**config.mk**
```make
export PLATFORM = sky130hd
export DESIGN_NAME = uart8_tx_fifo
export DESIGN_NICKNAME = d
export VERILOG_FILES = /design/src/rtl/uart8_tx_fifo.sv
export SDC_FILE = /design/constraint.sdc
export NUM_CORES = 1
export LEC_CHECK = 0
export ABC_AREA = 1
export CORE_MARGIN = 1.5
export CORE_UTILIZATION = 45
export CTS_CLUSTER_SIZE = 20
export DETAILED_ROUTE_END_ITERATION = 8
export RECOVER_POWER = 100
export SLEW_MARGIN = 15
export SYNTH_ARGS = -nofsm -noshare
export SYNTH_HDL_FRONTEND = slang
export SYNTH_SLANG_ARGS = --single-unit
```
**constraint.sdc**
```tcl
create_clock -name clk -period 2.7 [get_ports clk]
set_clock_uncertainty 0.15 [all_clocks]
set_input_delay 0.54 -clock clk [delete_from_list [all_inputs] [get_ports clk]]
set_output_delay 0.54 -clock clk [all_outputs]
set_load 0.01 [all_outputs]
```
**src/rtl/uart8_tx_fifo.sv**
```systemverilog
// Byte FIFO and launch sequencer feeding a Uart8 transmitter (txStart/in, txBusy/txDone handshake).
// Optional: define UART8_TX_FIFO_OVERFLOW_EN for a sticky overflow flag and write-through-pop when full.
module uart8_tx_fifo #(
  parameter int DEPTH         = 16,
  parameter int START_TIMEOUT = 4096
) (
  input  logic                     clk,
  input  logic                     reset,
  input  logic                     wrValid,
  input  logic [7:0]               wrData,
  output logic                     wrReady,
  output logic                     txStart,
  output logic [7:0]               txByte,
  input  logic                     txBusy,
  input  logic                     txDone,
  output logic [$clog2(DEPTH):0]   level,
  output logic                     empty,
  output logic                     timeoutErr,
  output logic                     overflow
);

  localparam int AW = $clog2(DEPTH);
  localparam int LW = AW + 1;
  localparam int TW = $clog2(START_TIMEOUT + 1);

  typedef enum logic [1:0] {IDLE, LAUNCH, SEND, GAP} state_t;

  state_t          state, state_n;
  logic [7:0]      mem [DEPTH];
  logic [AW-1:0]   wr_ptr, rd_ptr;
  logic [TW-1:0]   timer;
  logic            done_q;
  logic            done_rise;
  logic            full;
  logic            push, pop;
  logic            launch, drop_start, tmo, tmr_inc;

  assign full      = (level == LW'(DEPTH));
  assign empty     = (level == '0);
  assign done_rise = txDone && !done_q;
  assign push      = wrValid && wrReady;

`ifdef UART8_TX_FIFO_OVERFLOW_EN
  // A pop frees the head slot on the same edge, so a full FIFO can take a byte then.
  assign wrReady = !full || pop;

  always_ff @(posedge clk) begin
    if (reset)
      overflow <= 1'b0;
    else if (wrValid && !wrReady)
      overflow <= 1'b1;
  end
`else
  assign wrReady  = !full;
  assign overflow = 1'b0;
`endif

  always_ff @(posedge clk) begin
    if (!reset && push)
      mem[wr_ptr] <= wrData;
  end

  always_ff @(posedge clk) begin
    if (reset) begin
      wr_ptr <= '0;
      rd_ptr <= '0;
      level  <= '0;
    end else begin
      if (push) wr_ptr <= wr_ptr + AW'(1);
      if (pop)  rd_ptr <= rd_ptr + AW'(1);
      case ({push, pop})
        2'b10:   level <= level + LW'(1);
        2'b01:   level <= level - LW'(1);
        default: level <= level;
      endcase
    end
  end

  always_comb begin
    state_n    = state;
    launch     = 1'b0;
    drop_start = 1'b0;
    tmo        = 1'b0;
    tmr_inc    = 1'b0;
    pop        = 1'b0;
    case (state)
      IDLE: begin
        if (!empty) begin
          launch  = 1'b1;
          state_n = LAUNCH;
        end
      end
      LAUNCH: begin
        if (txBusy) begin
          drop_start = 1'b1;
          state_n    = SEND;
        end else if (timer == TW'(START_TIMEOUT - 1)) begin
          // Head stays put; IDLE relaunches the same byte.
          drop_start = 1'b1;
          tmo        = 1'b1;
          state_n    = IDLE;
        end else begin
          tmr_inc = 1'b1;
        end
      end
      SEND: begin
        if (done_rise) begin
          pop     = 1'b1;
          state_n = GAP;
        end
      end
      GAP: begin
        // Uart8 may hold done/busy for a while; relaunching early would double-send.
        if (!txBusy && !txDone)
          state_n = IDLE;
      end
      default: state_n = IDLE;
    endcase
  end

  always_ff @(posedge clk) begin
    if (reset) begin
      state      <= IDLE;
      done_q     <= 1'b0;
      txStart    <= 1'b0;
      txByte     <= 8'h00;
      timer      <= '0;
      timeoutErr <= 1'b0;
    end else begin
      state      <= state_n;
      done_q     <= txDone;
      timeoutErr <= tmo;
      if (launch) begin
        txByte  <= mem[rd_ptr];
        txStart <= 1'b1;
        timer   <= '0;
      end else begin
        if (drop_start) txStart <= 1'b0;
        if (tmr_inc)    timer   <= timer + TW'(1);
      end
    end
  end

endmodule

```
==> results of run 1 <==
[final cells by class]
| class | count | area (um2) |
|---|---|---|
| Fill cell | 1457 | 7420 |
| Sequential cell | 167 | 4630 |
| Multi-Input combinational cell | 502 | 2260 |
| Timing Repair Buffer | 65 | 480 |
| Clock buffer | 20 | 437 |
| Inverter | 107 | 402 |
| Tap cell | 216 | 270 |
| Clock inverter | 11 | 156 |
[logic make-up after synthesis]
| logic type | count (synthesis) |
|---|---|
| fa+ha+maj | 11 |
| xor+xnor | 12 |
| simple gates | 443 |
| compound gates | 35 |
| other cells | 1 |
| buf+inv | 140 |
| flops | 167 |
[flip-flops by register name, indices dropped and copies added, names as in the netlist, named ones only]
signal,cells
done_q,1
state,1
mem,128
txStart,1
timeoutErr,1
rd_ptr,4
wr_ptr,4
timer,13
level,5
txByte,8
[layer usage]
layer | global-route usage | vias to the layer above | share of wire
met5 | 0 | - | 0
met1 | 0.278 | 2576 | 0.46
met4 | 0.0654 | 0 | 0.013
li1 | - | 2710 | -
met3 | 0.0396 | 15 | 0.037
met2 | 0.342 | 102 | 0.49
[where the power goes]
part,total (mW),switching [mW],internal (mW),leakage [nW]
combinational,0.591,0.390,0.202,1.82
clock,2.48,0.949,1.53,0.282
sequential,2.89,0.0528,2.83,1.47
[Yosys cell counts]
master    count  share of area
nand2_2       3         0.0025
inv_2         1        0.00050
a21oi_2       1         0.0012
buf_2        16          0.011
clkinv_1      1        0.00050
xnor2_1       5         0.0059
nand3_1     100          0.067
nor2_1       55          0.028
ha_1         10          0.017
inv_1       105          0.053
o21bai_1      2         0.0020
clkbuf_1     12         0.0060
o21ai_0       8         0.0054
nor4_1        1        0.00084
conb_1        1        0.00050
a31oi_1       1        0.00084
dfxtp_1      39           0.10
edfxtp_1    128           0.52
nand2_1     270           0.14
a21oi_1      22          0.015
buf_1         2         0.0010
xor2_1        7         0.0082
a21boi_0      1         0.0010
nor3_1        7         0.0047
buf_6         2         0.0030
nor3b_1       1         0.0010
buf_4         1         0.0010
nor3_2        1         0.0013
nand4_1       5         0.0042
fa_1          1         0.0027
[worst max path at each step]
| stage | cells past startpoint | start | end | slack [ns] |
|---|---|---|---|---|
| finish | 4 | level[1] | empty | 0.20 |
| global route | 13 | txDone | level[3] | 0.05 |
| CTS | 15 | txDone | level[4] | 0.25 |
| detailed placement | 15 | txDone | level[4] | -0.18 |
| floorplan | 14 | txDone | level[4] | 0.38 |
| global placement | 15 | txDone | level[4] | -0.09 |
[per-stage QoR]
step                 util  setup slack [ns]
floorplan               -             0.376
global route        0.538            0.0522
finish              0.538             0.199
CTS                 0.545             0.247
global placement    0.508           -0.0863
detailed placement  0.508            -0.185
[worst register-to-register path: stages (launching register included)]
cell and delay [ns]:
dfxtp_1 0.44, inv_1 0.13, nand4_1 0.18, nand2_2 0.09, clkbuf_1 0.18, nor2_1 0.20, nand2_1 0.17, nor2_1 0.12
clkbuf_1 0.43
==> flow_summary.json, run 1 <==
{
  "status": "finished, final reports clean",
  "die_w_um": 132,
  "r2r-end": "mem[13][0]",
  "layout-drive-gt1-share": 0.0436,
  "routed_wirelength_um": 17400,
  "grt_first_pass_wirelength_um": 27300,
  "path_buf_inv": 3,
  "rows": 46,
  "worstSetupPathType": "flop to output pin",
  "timing.slew.headroom": 0.347,
  "whs_endpoint": "timer[11]",
  "hold_depth": 2,
  "worstPathArrival_ns": 1.81,
  "cp-end-kind": "output pin",
  "drt_first_pass_iters": 5,
  "wl_per_cell_um": 16.0,
  "period_share": 0.926,
  "io_buffers": 29,
  "synth_compound_area_frac": 0.0252,
  "r2r-start": "level[1]",
  "final_common_cell": "nand2_1",
  "synth.distinct_cells": 30,
  "yosys.area_share.simple": 0.245,
  "ys_ff_latch": 167,
  "holdBufCountCts": 0,
  "path_max_fanout": 4,
  "drtAntennaViolNets": 0,
  "required_ns": 2.01,
  "synth_fa_ha_area_frac": 0.0195,
  "fin_tns_setup_ns": 0,
  "syn_area_um2": 7460,
  "crit_top_cell": "inv_1",
  "synthToLayoutAreaGrowth_pct": 15.7,
  "cp_top_family": "buffers and inverters",
  "pin_count": 31,
  "htree_levels": 4,
  "p_per_area_nw_per_um2": 690,
  "hold_path.class": "flop to flop",
  "holdWs_ns": 0.355,
  "drc_errors": 0,
  "synth_top_family_by_area": "simple AND/OR/NAND/NOR gates",
  "grt_overflow_total": 0,
  "dieArea_um2": 17400,
  "yosysSeqAreaShare": 0.620,
  "final_cell_count_no_fill": 1088,
  "hold_viol": 0,
  "hpwlAfterDp_um": 11800,
  "drt_iter0_drc": 442,
  "p_leak_nw": 3.57,
  "post-cts-setup-buffers": 0,
  "crit_chain": "inv_1, nand4_1, inv_1, dlygate4sd3_1",
  "post-route-cell-area_um2": 8630,
  "grt_max_degree": 67,
  "p_total_mw": 5.95,
  "worst_path_largest_cell_delay_ns": 0.60,
  "synth_xor_area_frac": 0.0141,
  "mostFrequentLayoutCells": "nand2_1, edfxtp_1, inv_1",
  "cpMaxStageDelayCell": "dlygate4sd3_1",
  "syn_nets": 833,
  "cts_tree": "built",
  "max_cap_viol_count": 0,
  "hold_start": "timer[11]",
  "gp_congestion": 0.865,
  "synth_mux_area_frac": 0,
  "diodes": 0,
  "coreArea_um2": 16100,
  "dr_total_vias": 5403,
  "post_cts_resized": 0,
  "grt_usage": 0.207,
  "r2r.worst_path.cells": 8,
  "reg2reg_slack_ns": 0.25,
  "synthCells": 809,
  "cts.sinks": 167,
  "dpl_cell_area_um2": 8150,
  "start_util": 0.465,
  "avgSynthCellArea_um2": 9.22,
  "fin_nets": 884,
  "dpl.cell_count": 1057,
  "min_period_ns": 2.50,
  "fp.dieH_um": 132,
  "cts_root_buf": "clkbuf_16",
  "start_kind": "flop",
  "path_clk_slew_ns": 0.06,
  "clock_path_buffers": 2,
  "setup_violations": 0,
  "grt_pass1_vias": 5112,
  "antenna_found_initial": 0,
  "yosysWarnings": 0,
  "max_freq_mhz": 400,
  "rsz0062_at_grt": "false",
  "viasPerCell": 4.97,
  "clk_latency_ns": 0.42,
  "ir_drop_v": 0.000470,
  "tightest_slew_ns": 0.980,
  "drv_slew": 0,
  "numCtsBuffers": 17
}
(Power assumes the default switching activity.)
==> inputs of run 2 (changes only) <==
Settings changed: PLACE_DENSITY from default to 0.67.
==> run 2 against run 1 <==
  * Via count shrank 1.3%
  * Critical endpoint is now level[4]
  * Register-to-register slack gained 0.02 ns
  * Non-clock buffer count shrank 5
  * Combinational power shrank 4.7%
  * Critical path depth grew 11
  * Flip-flop and latch count is the same
  * Clock power grew 10%
  * Global-route usage shrank 1.2 points
  * First-iteration DRC count shrank 19%
  * Largest power group unchanged
==> flow_summary.json, run 2 (synthesis gave the netlist of run 1 again) <==
{
  "required_ns": 2.90,
  "dpl_cell_area_um2": 8100,
  "holdBufCountCts": 0,
  "coreArea_um2": 16100,
  "start_util": 0.465,
  "post-route-cell-area_um2": 8680,
  "numCtsBuffers": 17,
  "grt_usage": 0.196,
  "antenna_found_initial": 0,
  "die_w_um": 132,
  "setup_violations": 0,
  "crit_chain": "clkdlybuf4s50_1, inv_1, nor2_1, nand3_1, inv_1, ha_1, clkbuf_1, ha_1, nand2_1, nand2_1, a21oi_1, nand2_1, nand2_1, nand2_1, a21oi_1",
  "p_per_area_nw_per_um2": 710,
  "rows": 46,
  "dr_total_vias": 5332,
  "r2r-start": "rd_ptr[0]",
  "ir_drop_v": 0.000519,
  "clock_path_buffers": 2,
  "worstSetupPathType": "primary input to flop",
  "drt_iter0_drc": 359,
  "diodes": 0,
  "tightest_slew_ns": 1.42,
  "viasPerCell": 4.92,
  "htree_levels": 4,
  "grt_first_pass_wirelength_um": 26300,
  "timing.slew.headroom": 0.0539,
  "reg_top3": "mem (128), timer (13), txByte (8)",
  "grt_pass1_vias": 5148,
  "fp.dieH_um": 132,
  "gp_congestion": 0.779,
  "drc_errors": 0,
  "rsz0062_at_grt": "false",
  "cpMaxStageDelayCell": "clkdlybuf4s50_1",
  "fin_tns_setup_ns": 0,
  "cp-end-kind": "flop",
  "clk_latency_ns": 0.42,
  "cts_root_buf": "clkbuf_16",
  "hold_path.class": "flop to flop",
  "final_common_cell": "nand2_1",
  "hold_viol": 0,
  "largest_reg_flops": 128,
  "period_share": 0.899,
  "grt_overflow_total": 0,
  "io_buffers": 29,
  "routed_wirelength_um": 16000,
  "crit_top_cell": "nand2_1",
  "drtAntennaViolNets": 0,
  "grt_max_degree": 67,
  "worst_path_largest_cell_delay_ns": 0.47,
  "p_leak_nw": 3.62,
  "post-cts-setup-buffers": 0,
  "fin_nets": 879,
  "post_cts_resized": 0,
  "synthToLayoutAreaGrowth_pct": 16.4,
  "start_kind": "primary input",
  "pin_count": 31,
  "wl_per_cell_um": 14.8,
  "cts.sinks": 167,
  "status": "finished, final reports clean",
  "drv_slew": 0,
  "drt_first_pass_iters": 4,
  "max_freq_mhz": 412,
  "mostFrequentLayoutCells": "nand2_1, edfxtp_1, inv_1",
  "layout-drive-gt1-share": 0.0553,
  "finish.utilization": 0.541,
  "path_max_fanout": 4,
  "path_clk_slew_ns": 0.06,
  "min_period_ns": 2.43,
  "hpwlAfterDp_um": 9650,
  "cts_tree": "built",
  "hold_start": "wr_ptr[3]",
  "dieArea_um2": 17400,
  "regMostFlops": "mem",
  "critPathLaunch": "txDone",
  "max_cap_viol_count": 0,
  "worstPathArrival_ns": 2.63
}
==> run 2: final cells by class <==
type                            instances  area, um2
Fill cell                            1458       7370
Sequential cell                       167       4620
Multi-Input combinational cell        502       2270
Timing Repair Buffer                   60        454
Clock buffer                           17        425
Inverter                              107        402
Tap cell                              216        270
Clock inverter                         15        241
==> run 2: final timing paths <==
check,end,slack (ns),depth (start not counted)
worst max-delay path,level[4],0.27,15
worst min register to register,wr_ptr[3],0.35,2
worst min-delay path,wr_ptr[3],0.35,2
worst max register to register,txByte[5],0.27,9
==> run 2: worst max-delay path, delay by kind of cell <==
family	cells	cell delay, ns
AO/OA/AOI/OAI	2	0.22
AND/OR/NAND/NOR	7	0.56
adder cells (fa/ha/maj)	2	0.47
buffers and inverters	4	0.83
==> run 2: power by group <==
group / leakage, nW / switching (mW) / internal [mW]
registers: 1.47 / 0.0397 / 2.83
clock network: 0.328 / 1.06 / 1.67
logic: 1.82 / 0.364 / 0.199
total: 3.62 / 1.46 / 4.70
==> run 2: routing by layer <==
layer,vias up,share of wire,GRT usage
met2,137,0.49,0.329
met5,-,0,0
li1,2699,-,-
met3,19,0.051,0.0392
met1,2477,0.44,0.255
met4,0,0.015,0.0642
==> run 2: metrics by stage <==
| step | power [mW] | hold slack (ns) | setup WS [ns] | instances |
|---|---|---|---|---|
| floorplan | 3.28 | 0.316 | 0.376 | 809 |
| global placement | 3.51 | 0.341 | -0.0294 | 1052 |
| detailed placement | 3.52 | 0.343 | -0.146 | 1052 |
| CTS | 6.23 | 0.353 | 0.294 | 1084 |
| global route | 6.38 | 0.374 | 0.0373 | 1084 |
| finish | 6.16 | 0.352 | 0.273 | 1084 |
==> inputs of run 3 (changes only) <==
Settings changed: CELL_PAD_IN_SITES_DETAIL_PLACEMENT from default to 2, CELL_PAD_IN_SITES_GLOBAL_PLACEMENT from default to 2, CORE_UTILIZATION 45 to 40, DONT_BUFFER_PORTS from default to 1, PLACE_DENSITY 0.67 to 0.83, REMOVE_ABC_BUFFERS from default to 1.
==> run 3 against run 2 <==
  * The flow now finishes with violations (DRC)
  * Clock-buffer cell count is the same
  * Wire length grew 49%
  * Maximum frequency shrank 5.1%
  * Flip-flop and latch count is the same
  * Critical endpoint is now mem[6][4]
==> flow_summary.json, run 3 (synthesis gave the netlist of run 1 again) <==
{
  "status": "finished with violations",
  "violations": "DRC",
  "top_layer": "met4",
  "dpl.cell_count": 1032,
  "clk_latency_ns": 0.44,
  "synthToLayoutAreaGrowth_pct": 12.1,
  "grt_first_pass_wirelength_um": 37100,
  "grt_pass1_vias": 6673,
  "p_per_area_nw_per_um2": 709,
  "drc_errors": 3,
  "drt_iter0_drc": 324,
  "start_util": 0.411,
  "hold_path.class": "primary input to flop",
  "cts_tree": "built",
  "final_cell_count_no_fill": 1065,
  "hold_viol": 0,
  "grt_usage": 0.257,
  "cts_root_buf": "clkbuf_16",
  "hpwlAfterDp_um": 14900,
  "layout-drive-gt1-share": 0.0718,
  "clock_path_buffers": 2,
  "post-route-cell-area_um2": 8370,
  "io_buffers": 0,
  "htree_levels": 4,
  "worstPathArrival_ns": 2.54,
  "viasPerCell": 5.43,
  "rsz0062_at_grt": "false",
  "wl_per_cell_um": 22.3,
  "max_freq_mhz": 391,
  "drv_slew": 0,
  "worstSetupPathType": "flop to flop",
  "gp_congestion": 0.803,
  "p_leak_nw": 3.49,
  "regMostFlops": "mem",
  "holdBufCountCts": 0,
  "tightest_slew_ns": 0.912,
  "fin_ws_ns": 0.143,
  "period_share": 0.947,
  "timing.slew.headroom": 0.391,
  "dpl_cell_area_um2": 7800,
  "dr_total_vias": 5782,
  "pin_count": 31,
  "setup_violations": 0,
  "fin_tns_setup_ns": 0,
  "critPathLaunch": "level[1]",
  "preCtsSetupSlack_ns": 0.145,
  "hold_start": "reset",
  "cts.sinks": 167,
  "share_comb_of_total_power": 0.081,
  "wl_met2_um": 12700,
  "clkPwrFrac": 0.428,
  "drtAntennaViolNets": 0,
  "coreArea_um2": 18100,
  "required_ns": 2.68,
  "final_common_cell": "nand2_1",
  "p_sw_frac": 0.254,
  "grt_overflow_total": 0,
  "largest_reg_flops": 128,
  "fp.dieH_um": 140,
  "intPower_mw": 4.42,
  "drt_first_pass_iters": 7,
  "mostFrequentLayoutCells": "nand2_1, edfxtp_1, inv_1",
  "rows": 49,
  "r2r-start": "level[1]",
  "antenna_found_initial": 0,
  "cp-end-kind": "flop",
  "die_w_um": 140,
  "routed_wirelength_um": 23800,
  "grt_max_degree": 67,
  "dieArea_um2": 19500,
  "path_clk_slew_ns": 0.07,
  "reg_top3": "mem (128), timer (13), txByte (8)",
  "fin_nets": 847,
  "path_max_fanout": 7,
  "diodes": 0,
  "start_kind": "flop",
  "pwr-share-seq": 0.490,
  "wl_met3_um": 882,
  "ir_drop_v": 0.000455,
  "min_period_ns": 2.56,
  "numCtsBuffers": 17,
  "max_cap_viol_count": 0,
  "power_switching_mw": 1.51,
  "met1_length_um": 9330
}
## run 3: cell count changes in the layout (fill, tap and decap cells not counted), moves of 2 or more
cell and change:
buf_4 +4, inv_1 +2, inv_8 -3, clkbuf_2 +15, clkinvlp_4 +4, inv_2 -2
dlygate4sd3_1 -26, bufinv_16 -2, clkbuf_1 -21, clkinv_1 +2, clkdlybuf4s50_1 -3, nand2_2 -2
## run 3: worst max-delay path, stage by stage (launching register included)
cell      delay [ns]
dfxtp_1         0.45
inv_1           0.14
nand4_1         0.24
nand2_4         0.08
buf_4           0.16
nor2_1          0.21
nand2_1         0.17
nor2_1          0.36
clkbuf_2        0.28
## run 3: layout make-up
type,count,area (um2)
repair buffers,28,183
inverters,107,402
well taps,229,287
multi-input cells,502,2260
fillers,1970,9780
clock buffers,17,425
clock inverters,15,180
flip-flops and latches,167,4620
## run 3: power groups by stage
stage	registers, mW	logic (mW)	clock network, mW
finish	2.91	0.483	2.54
global placement	2.95	0.438	0
CTS	2.91	0.495	2.56
floorplan	2.96	0.293	0
detailed placement	2.96	0.482	0
global route	2.92	0.544	2.66
## run 3: worst paths after layout
check              end  slack, ns  depth (start not counted)
max          mem[6][4]       0.14                          8
min reg2reg  timer[10]       0.37                          2
min            txStart       0.02                          1
max reg2reg  mem[6][4]       0.14                          8
## run 3: through the flow
step,hold slack (ns),power [mW],utilization
2_1_floorplan,0.310,3.25,-
3_3_place_gp,0.328,3.39,0.430
6_report,0.0162,5.93,0.461
4_1_cts,0.00976,5.97,0.463
5_1_grt,0.0101,6.12,0.461
3_5_place_dp,0.348,3.44,0.430
## run 3: routing by layer
layer,vias to the layer above,track usage
met3,50,0.0430
met2,132,0.479
met1,2966,0.282
met4,0,0.127
met5,-,0
li1,2634,-
## run 3: what timing repair did
| item | 4_1_cts | 5_1_grt |
|---|---|---|
| endpoints found under the setup margin | 0 | 1 |
| resized for setup | 0 | 2 |
| buffers inserted | 0 | 1 |
| endpoints found under the hold margin | 0 | 0 |
